`src/rtl/zed64_vid_pkg.sv`:
```
// Shared video constants for the zed64 display path.
// Used by both vidcon and text_fetch.
package zed64_vid_pkg;
    localparam int CELL_W  = 8;
    localparam int CELL_H  = 8;
    localparam int COLS    = 128;
    localparam int LATENCY = 4;
    localparam int RGB_W   = 12;

    typedef logic [RGB_W-1:0] rgb444_t;
endpackage

```
`src/rtl/vid_delay.sv`:
```
// Fixed-depth register delay line with async clear.
// Keeps beam-side signals aligned with the fetch pipeline.
module vid_delay #(
    parameter int WIDTH = 1,
    parameter int DEPTH = 1
) (
    input  logic             clk,
    input  logic             reset,
    input  logic [WIDTH-1:0] din,
    output logic [WIDTH-1:0] dout
);
    logic [WIDTH-1:0] stage [DEPTH];

    always_ff @(posedge clk or posedge reset) begin
        if (reset) begin
            for (int i = 0; i < DEPTH; i++) stage[i] <= '0;
        end else begin
            stage[0] <= din;
            for (int i = 1; i < DEPTH; i++) stage[i] <= stage[i-1];
        end
    end

    assign dout = stage[DEPTH-1];
endmodule

```
`src/rtl/text_fetch.sv`:
```
// 8x8 character-cell text renderer: VRAM fetch, chargen lookup,
// glyph shift-out and blinking block cursor.
module text_fetch
    import zed64_vid_pkg::*;
#(
    parameter int COLS    = zed64_vid_pkg::COLS,
    parameter int LATENCY = zed64_vid_pkg::LATENCY
) (
    input  logic        pix_clk,
    input  logic        reset,
    input  logic [10:0] hcount,
    input  logic [9:0]  vcount,
    input  logic        de,
    input  logic [15:0] text_base,
    input  rgb444_t     fg_color,
    input  rgb444_t     bg_color,
    input  logic        cursor_en,
    input  logic [13:0] cursor_pos,
    output logic [15:0] vpu_addr,
    input  logic [7:0]  vram_data_in,
    output logic [11:0] char_addr,
    input  logic [7:0]  char_data,
    output rgb444_t     pix_rgb,
    output logic        pix_de
);
    localparam logic [15:0] STRIDE = 16'(COLS);

    logic        fetch;
    logic [15:0] cell_off;
    logic        cur_hit;
    logic [5:0]  frame_cnt;
    logic [7:0]  glyph;
    logic        de_d3;
    logic [2:0]  off_d3;
    logic [2:0]  line_d2;
    logic        load_d2;
    logic        hit_d2;

    assign fetch    = de && (hcount[2:0] == 3'd0);
    assign cell_off = STRIDE * {9'd0, vcount[9:3]} + {8'd0, hcount[10:3]};
    assign cur_hit  = cursor_en && frame_cnt[5]
                   && (cell_off[13:0] == cursor_pos);

    vid_delay #(.WIDTH(1), .DEPTH(LATENCY-1)) u_de (
        .clk(pix_clk), .reset(reset), .din(de), .dout(de_d3)
    );

    vid_delay #(.WIDTH(3), .DEPTH(LATENCY-1)) u_off (
        .clk(pix_clk), .reset(reset), .din(hcount[2:0]), .dout(off_d3)
    );

    vid_delay #(.WIDTH(3), .DEPTH(2)) u_line (
        .clk(pix_clk), .reset(reset), .din(vcount[2:0]), .dout(line_d2)
    );

    // Load strobe travels with the cursor match so inversion tracks its cell.
    vid_delay #(.WIDTH(2), .DEPTH(2)) u_hit (
        .clk(pix_clk), .reset(reset),
        .din({fetch, cur_hit}), .dout({load_d2, hit_d2})
    );

    assign char_addr = {1'b0, vram_data_in, line_d2};

    always_ff @(posedge pix_clk or posedge reset) begin
        if (reset) begin
            vpu_addr <= '0;
        end else if (fetch) begin
            vpu_addr <= text_base + cell_off;
        end
    end

    always_ff @(posedge pix_clk or posedge reset) begin
        if (reset) begin
            frame_cnt <= '0;
        end else if (hcount == 11'd0 && vcount == 10'd0) begin
            frame_cnt <= frame_cnt + 6'd1;
        end
    end

    always_ff @(posedge pix_clk or posedge reset) begin
        if (reset) begin
            glyph <= '0;
        end else if (load_d2) begin
            glyph <= char_data ^ {8{hit_d2}};
        end
    end

    always_ff @(posedge pix_clk or posedge reset) begin
        if (reset) begin
            pix_rgb <= '0;
            pix_de  <= 1'b0;
        end else begin
            pix_de <= de_d3;
            if (!de_d3) begin
                pix_rgb <= '0;
            end else if (glyph[3'd7 - off_d3]) begin
                pix_rgb <= fg_color;
            end else begin
                pix_rgb <= bg_color;
            end
        end
    end
endmodule
```
`config.mk`:
```
export PLATFORM = sky130hd
export DESIGN_NAME = text_fetch
export DESIGN_NICKNAME = d
export VERILOG_FILES = /design/src/rtl/zed64_vid_pkg.sv /design/src/rtl/vid_delay.sv /design/src/rtl/text_fetch.sv
export SDC_FILE = /design/constraint.sdc
export NUM_CORES = 1
export LEC_CHECK = 0
export BUFFER_PORTS_ARGS = -buffer_cell sky130_fd_sc_hd__clkbuf_2
export CAP_MARGIN = 0
export CORE_ASPECT_RATIO = 1.5
export CORE_MARGIN = 5
export CORE_UTILIZATION = 53
export CTS_CLUSTER_SIZE = 30
export DETAILED_ROUTE_END_ITERATION = 12
export HOLD_SLACK_MARGIN = 0.12
export PLACE_DENSITY_LB_ADDON = 0.2
export SYNTH_ARGS = -nofsm -noshare
export SYNTH_HDL_FRONTEND = slang
export SYNTH_HIERARCHICAL = 1
export SYNTH_SLANG_ARGS = --single-unit
```
`constraint.sdc`:
```
create_clock -name pix_clk -period 5 [get_ports pix_clk]
set_input_delay 0.75 -clock pix_clk [delete_from_list [all_inputs] [get_ports pix_clk]]
set_output_delay 0.75 -clock pix_clk [all_outputs]
set_load 0.05 [all_outputs]
```
**Word level (Yosys, flattened, before mapping)**

Cells that the tools add are included.

- Register bits: 65
- Input port bits: 95
- Output and inout port bits: 41
- Word-level logic and storage cells: 33

- Add/subtract/negate cells: 4
- Order comparisons: 1
- Equality and inequality tests: 1
- Multiplexer cells: 4
- Bitwise logic cells: 1
- Reduce and logical (&&, ||, !) cells: 7

Operator list:

| kind | number |
|---|---|
| 12-bit 2-to-1 mux | 2 |
| 16-bit by 15-bit adder with 16-bit output | 1 |
| 14-bit by 8-bit adder with 15-bit output | 1 |
| 14-bit equality test | 1 |
| 11-bit logical NOT | 1 |
| 10-bit logical NOT | 1 |
| 8-bit bitwise XOR | 1 |
| 6-bit by 1-bit adder with 6-bit output, second input constant | 1 |
| 1-bit logical AND | 4 |
| 3-bit by 4-bit < comparator with 1-bit output, second input constant | 1 |
| 1-bit binary-select mux with 3-bit select | 1 |
| 3-bit logical NOT | 1 |
| 3-bit subtractor, first input constant | 1 |
| 1-bit 2-to-1 mux | 1 |

**Depth between registers and ports, before layout**

- Depth after elaboration: 5
- Depth in mapped cells: 11
- Gate-level depth less buffers: 11

**Cells and area by module**

The synthesis kept the hierarchy.

By module, submodules not included:

| module | instances | cells an instance | area an instance (µm²) | sequential area each (µm²) |
|---|---|---|---|---|
| text_fetch | 1 | 300 | 2892.8 | 1076.0 |
| vid_delay at u_off | 1 | 13 | 251.5 | 225.2 |
| vid_delay at u_line | 1 | 10 | 176.4 | 150.1 |
| vid_delay at u_hit | 1 | 7 | 118.9 | 100.1 |
| vid_delay at u_de | 1 | 4 | 78.8 | 75.1 |

**Worst setup path before layout**

OpenSTA, ideal clock, no wires.

- Kind: input to register
- Start point: input port hcount[10]
- End point: register vpu_addr[14]
- Library setup time: 122 ps
- Data arrival time: 2727 ps
- Required time: 4878 ps
- Slack: 2151 ps
- Stages on the path: 10
- Buffers on the path: 1
- Cell sequence: ha_1 > ha_1 > xor2_1 > ha_1 > clkbuf_1 > a21o_1 > a31o_2 > a221oi_1 > mux2i_1 > nand2_1

- Word-level cells in the longest chain between the ends: 2

Ends and longest elaborated chain:

| item | RTL line | RTL |
|---|---|---|
| from (decl) | text_fetch.sv:11 | `input logic [10:0] hcount,` |
| 14-bit by 8-bit adder with 15-bit output | text_fetch.sv:40 | `assign cell_off = STRIDE * {9'd0, vcount[9:3]} + {8'd0, hcount[10:3]};` |
| 16-bit by 15-bit adder with 16-bit output | text_fetch.sv:68 | `vpu_addr <= text_base + cell_off;` |
| to (signal assigned) | text_fetch.sv:68 |  |
| to (decl) | text_fetch.sv:19 | `output logic [15:0] vpu_addr,` |

Every way passes these cells.
A chain may end at the register's enable or synchronous reset.

**Worst setup path after layout**

- Start point: input port vcount[3]
- End point: register vpu_addr[15]

- Word-level cells in the longest chain between the ends: 2

Ends and longest elaborated chain:

| item | RTL line | RTL |
|---|---|---|
| from (decl) | text_fetch.sv:12 | `input logic [9:0] vcount,` |
| 14-bit by 8-bit adder with 15-bit output | text_fetch.sv:40 |  |
| 16-bit by 15-bit adder with 16-bit output | text_fetch.sv:68 |  |

Every way passes these cells.

==> run summary <==
=================================================================================================
Number of antenna violations at the first check in global routing ..................            0
Instance count after placement with tap cells included .............................          500
Total track usage ..................................................................        21.5%
Most frequent standard cell in the layout excluding fill and tap cells .............     clkbuf_2
Transition time at the pin with the least slew margin ..............................      1.01 ns
Number of diodes added for antenna fixing ..........................................            0
Clock-pin slew on the worst setup and hold paths ...................................      0.07 ns
Area of placed instances ...........................................................     4040 um2
Post-synthesis instance area .......................................................     3520 um2
Met2 Wirelength ....................................................................      4120 um
Die Area ...........................................................................     8400 um2
CTS max path bufs ..................................................................            2
Top Layer Used .....................................................................         met4
Vias per cell ......................................................................         5.43
Pin count of the biggest net entering global routing ...............................           34
Clock insertion delay at the later pin of the skew report ..........................      0.34 ns
Number of distinct library cell variants in the gate-level netlist after synthesis .           42
Number of maximum-capacitance constraint violations ................................            0
Wire length of the first global-routing pass .......................................     14100 um
CTS root buffer ....................................................................     clkbuf_8
Worst Setup Path Type .............................................................. primary input to flop
Worst reg2reg path depth ...........................................................            4
Data required time at the worst endpoint ...........................................      5.24 ns
Average cell area after synthesis ..................................................     10.5 um2
Crit Reg-Reg Startpoint ............................................................ u_off/dout[0]
Vias in the first global route .....................................................         2922
Number of cell rows ................................................................           36
Post-layout power ..................................................................      1.63 mW
Total DRC errors in the routed layout ..............................................            0
# nets final .......................................................................          550
Met3 wire length ...................................................................       745 um
Antenna-violating nets left ........................................................            0
Seq cells post-synth ...............................................................           65
Number of gates given a new drive strength after cts ...............................            0
Worst slack on hold paths ..........................................................     0.333 ns
Run status ......................................................................... complete, no violations
Leakage power ......................................................................      2.17 nW
Detail Placement HPWL ..............................................................      7040 um
Number of I/O port buffers .........................................................          118
Core box area ......................................................................     6490 um2
Fmax ...............................................................................      357 MHz
Initial core utilization ...........................................................        54.2%
Setup crit end kind ................................................................         flop
Highest-count cells in the layout ignoring fill and taps ........................... clkbuf_2, dfrtp_1, nand2_1
Final core utilization .............................................................        65.8%
Number of levels the H-tree was split into .........................................            3
Area overhead of the layout relative to synthesis ..................................        21.3%
Placer Congestion ..................................................................        0.897
Worst slew margin relative to its limit ............................................        31.6%
Kind of start point of the critical path ........................................... primary input
Worst-case vdd ir drop .............................................................     0.191 mV
Detailed-route wire length per cell ................................................      16.8 um
Sequential cell area fraction in the yosys report ..................................        46.2%
Width of the die ...................................................................      76.5 um
Vias after detailed routing ........................................................         2794
Worst reg2reg endpoint .............................................................   pix_rgb[3]
Chip height ........................................................................       110 um
Final-report hold violation count ..................................................            0
Total non-filler cell area in the finished layout ..................................     4270 um2
Final-layout setup total negative slack ............................................         0 ns
I/O pin total ......................................................................          136
TritonCTS clock tree ...............................................................          yes
Drt first-iter violations ..........................................................          148
Power Dens Cells ...................................................................   383 nW/um2
Flop2flop setup slack ..............................................................      2.82 ns
Remaining global-route overflow ....................................................            0
Setup-failing EPs final ............................................................            0
Iteration count of the initial detailed-routing pass ...............................            4
Number of synthesis warnings .......................................................            6
Unrepaired setup endpoints after global routing ....................................        false
Post-CTS Hold Buffers ..............................................................            0
Number of nets in the synthesized netlist ..........................................          449
Critical path arrival ..............................................................      3.04 ns
Number of buffers created by CTS ...................................................            9
M1 WL ..............................................................................      3380 um
Finished Layout Cells ..............................................................          515
Share of the cycle needed by the critical path after routing .......................        56.0%
Clock tree skew after final layout .................................................   0.00749 ns
Synthesized netlist cell count .....................................................          334
Total detailed-routing wirelength ..................................................      8630 um
Crit Path Max Fanout ...............................................................            6
Number of buffers inserted to repair setup after CTS ...............................            0
Pre-CTS setup slack ................................................................      1.83 ns
CTS sink count .....................................................................           65
Final setup margin .................................................................      2.20 ns
Max-slew violation count ...........................................................            0
Ratio of cells with drive above 1 in the final layout ..............................        32.1%
Kind of path behind the tightest hold check ........................................ primary input to async pin
Time the final worst path needs with I/O delays and setup ..........................      2.80 ns
=================================================================================================
[final cells by class]
type / count / area [um2]
Fill cell: 528 / 2220
Multi-Input combinational cell: 232 / 1690
Sequential cell: 65 / 1630
Timing Repair Buffer: 119 / 598
Clock buffer: 9 / 124
Clock inverter: 6 / 108
Tap cell: 76 / 95.1
Inverter: 8 / 30.0
[kinds of logic after synthesis]
family                   Yosys count  synth area share (%)
other                              1                 0.107
buffers and inverters             37                  5.87
AO/OA/AOI/OAI                     58                  10.7
XOR/XNOR                          41                  10.2
multiplexers                      17                  5.69
adder cells (fa/ha/maj)           20                  7.33
AND/OR/NAND/NOR                   95                  13.9
flip-flops                        65                  46.2
[worst max path at each step]
| stage | start | endpoint | slack (ns) | cells past startpoint |
|---|---|---|---|---|
| after global placement | vcount[3] | vpu_addr[15] | 1.88 | 11 |
| after CTS | vcount[3] | vpu_addr[15] | 2.22 | 11 |
| after detailed placement | vcount[3] | vpu_addr[15] | 1.83 | 11 |
| final | vcount[3] | vpu_addr[15] | 2.20 | 11 |
| after floorplan | hcount[10] | vpu_addr[14] | 2.15 | 10 |
| after global routing | vcount[3] | vpu_addr[14] | 2.01 | 11 |
[flip-flops by register name (all words and copies together), names as in the netlist]
| register | flops |
|---|---|
| u_off/dout | 3 |
| u_line/dout | 3 |
| pix_de | 1 |
| u_line/stage | 3 |
| u_off/stage | 6 |
| u_de/stage | 2 |
| glyph | 8 |
| frame_cnt | 6 |
| pix_rgb | 12 |
| u_hit/stage | 2 |
| u_de/dout | 1 |
| vpu_addr | 16 |
| u_hit/dout | 2 |
[synthesized netlist by cell type]
cell      instances  area [um2]
dfrtp_1          65        1630
nand2_1          32         120
xnor2_1          24         210
ha_1             19         238
buf_4            18         135
xor2_1           17         149
a21oi_1          16        80.1
nor2_1           15        56.3
mux2i_1          13         130
o21ai_0          13        65.1
nor2b_1          12        75.1
clkbuf_1         11        41.3
nand4_1          11        68.8
a21o_1            9        67.6
inv_1             8        30.0
nand3_1           6        30.0
nor3_1            5        25.0
nor4_1            4        25.0
a31oi_1           3        18.8
and3_1            3        18.8
a211o_1           2        17.5
a221o_1           2        20.0
a221oi_1          2        17.5
mux4_2            2        45.0
o211ai_1          2        15.0
o31ai_1           2        15.0
or3_1             2        12.5
or4_1             2        15.0
a211oi_1          1        7.51
a21boi_1          1        7.51
a22oi_1           1        7.51
a31o_2            1        8.76
conb_1            1        3.75
fa_1              1        20.0
mux2_2            1        11.3
mux2i_2           1        13.8
nor4_2            1        12.5
nor4_4            1        21.3
nor4b_1           1        8.76
o211a_1           1        10.0
o21a_1            1        7.51
o311a_1           1        10.0
[layer usage]
| layer | up-vias | global-route usage [%] |
|---|---|---|
| met3 | 30 | 6.64 |
| met5 | - | 0 |
| li1 | 1352 | - |
| met2 | 151 | 34.9 |
| met4 | 0 | 12.4 |
| met1 | 1261 | 25.2 |
[power by group]
| group | switching, mW | internal (mW) | total, mW |
|---|---|---|---|
| Sequential | 0.0323 | 0.591 | 0.623 |
| Combinational | 0.338 | 0.154 | 0.493 |
| Clock | 0.191 | 0.326 | 0.517 |
[worst max-delay path, cell delays in order]
cell	delay (ns)
clkbuf_2	0.11
ha_1	0.18
ha_1	0.22
nand2_1	0.07
nor2_1	0.11
xor2_1	0.28
ha_1	0.37
a21o_1	0.20
a221o_1	0.36
o21a_1	0.19
o31ai_1	0.21
(Power assumes the default switching activity.)
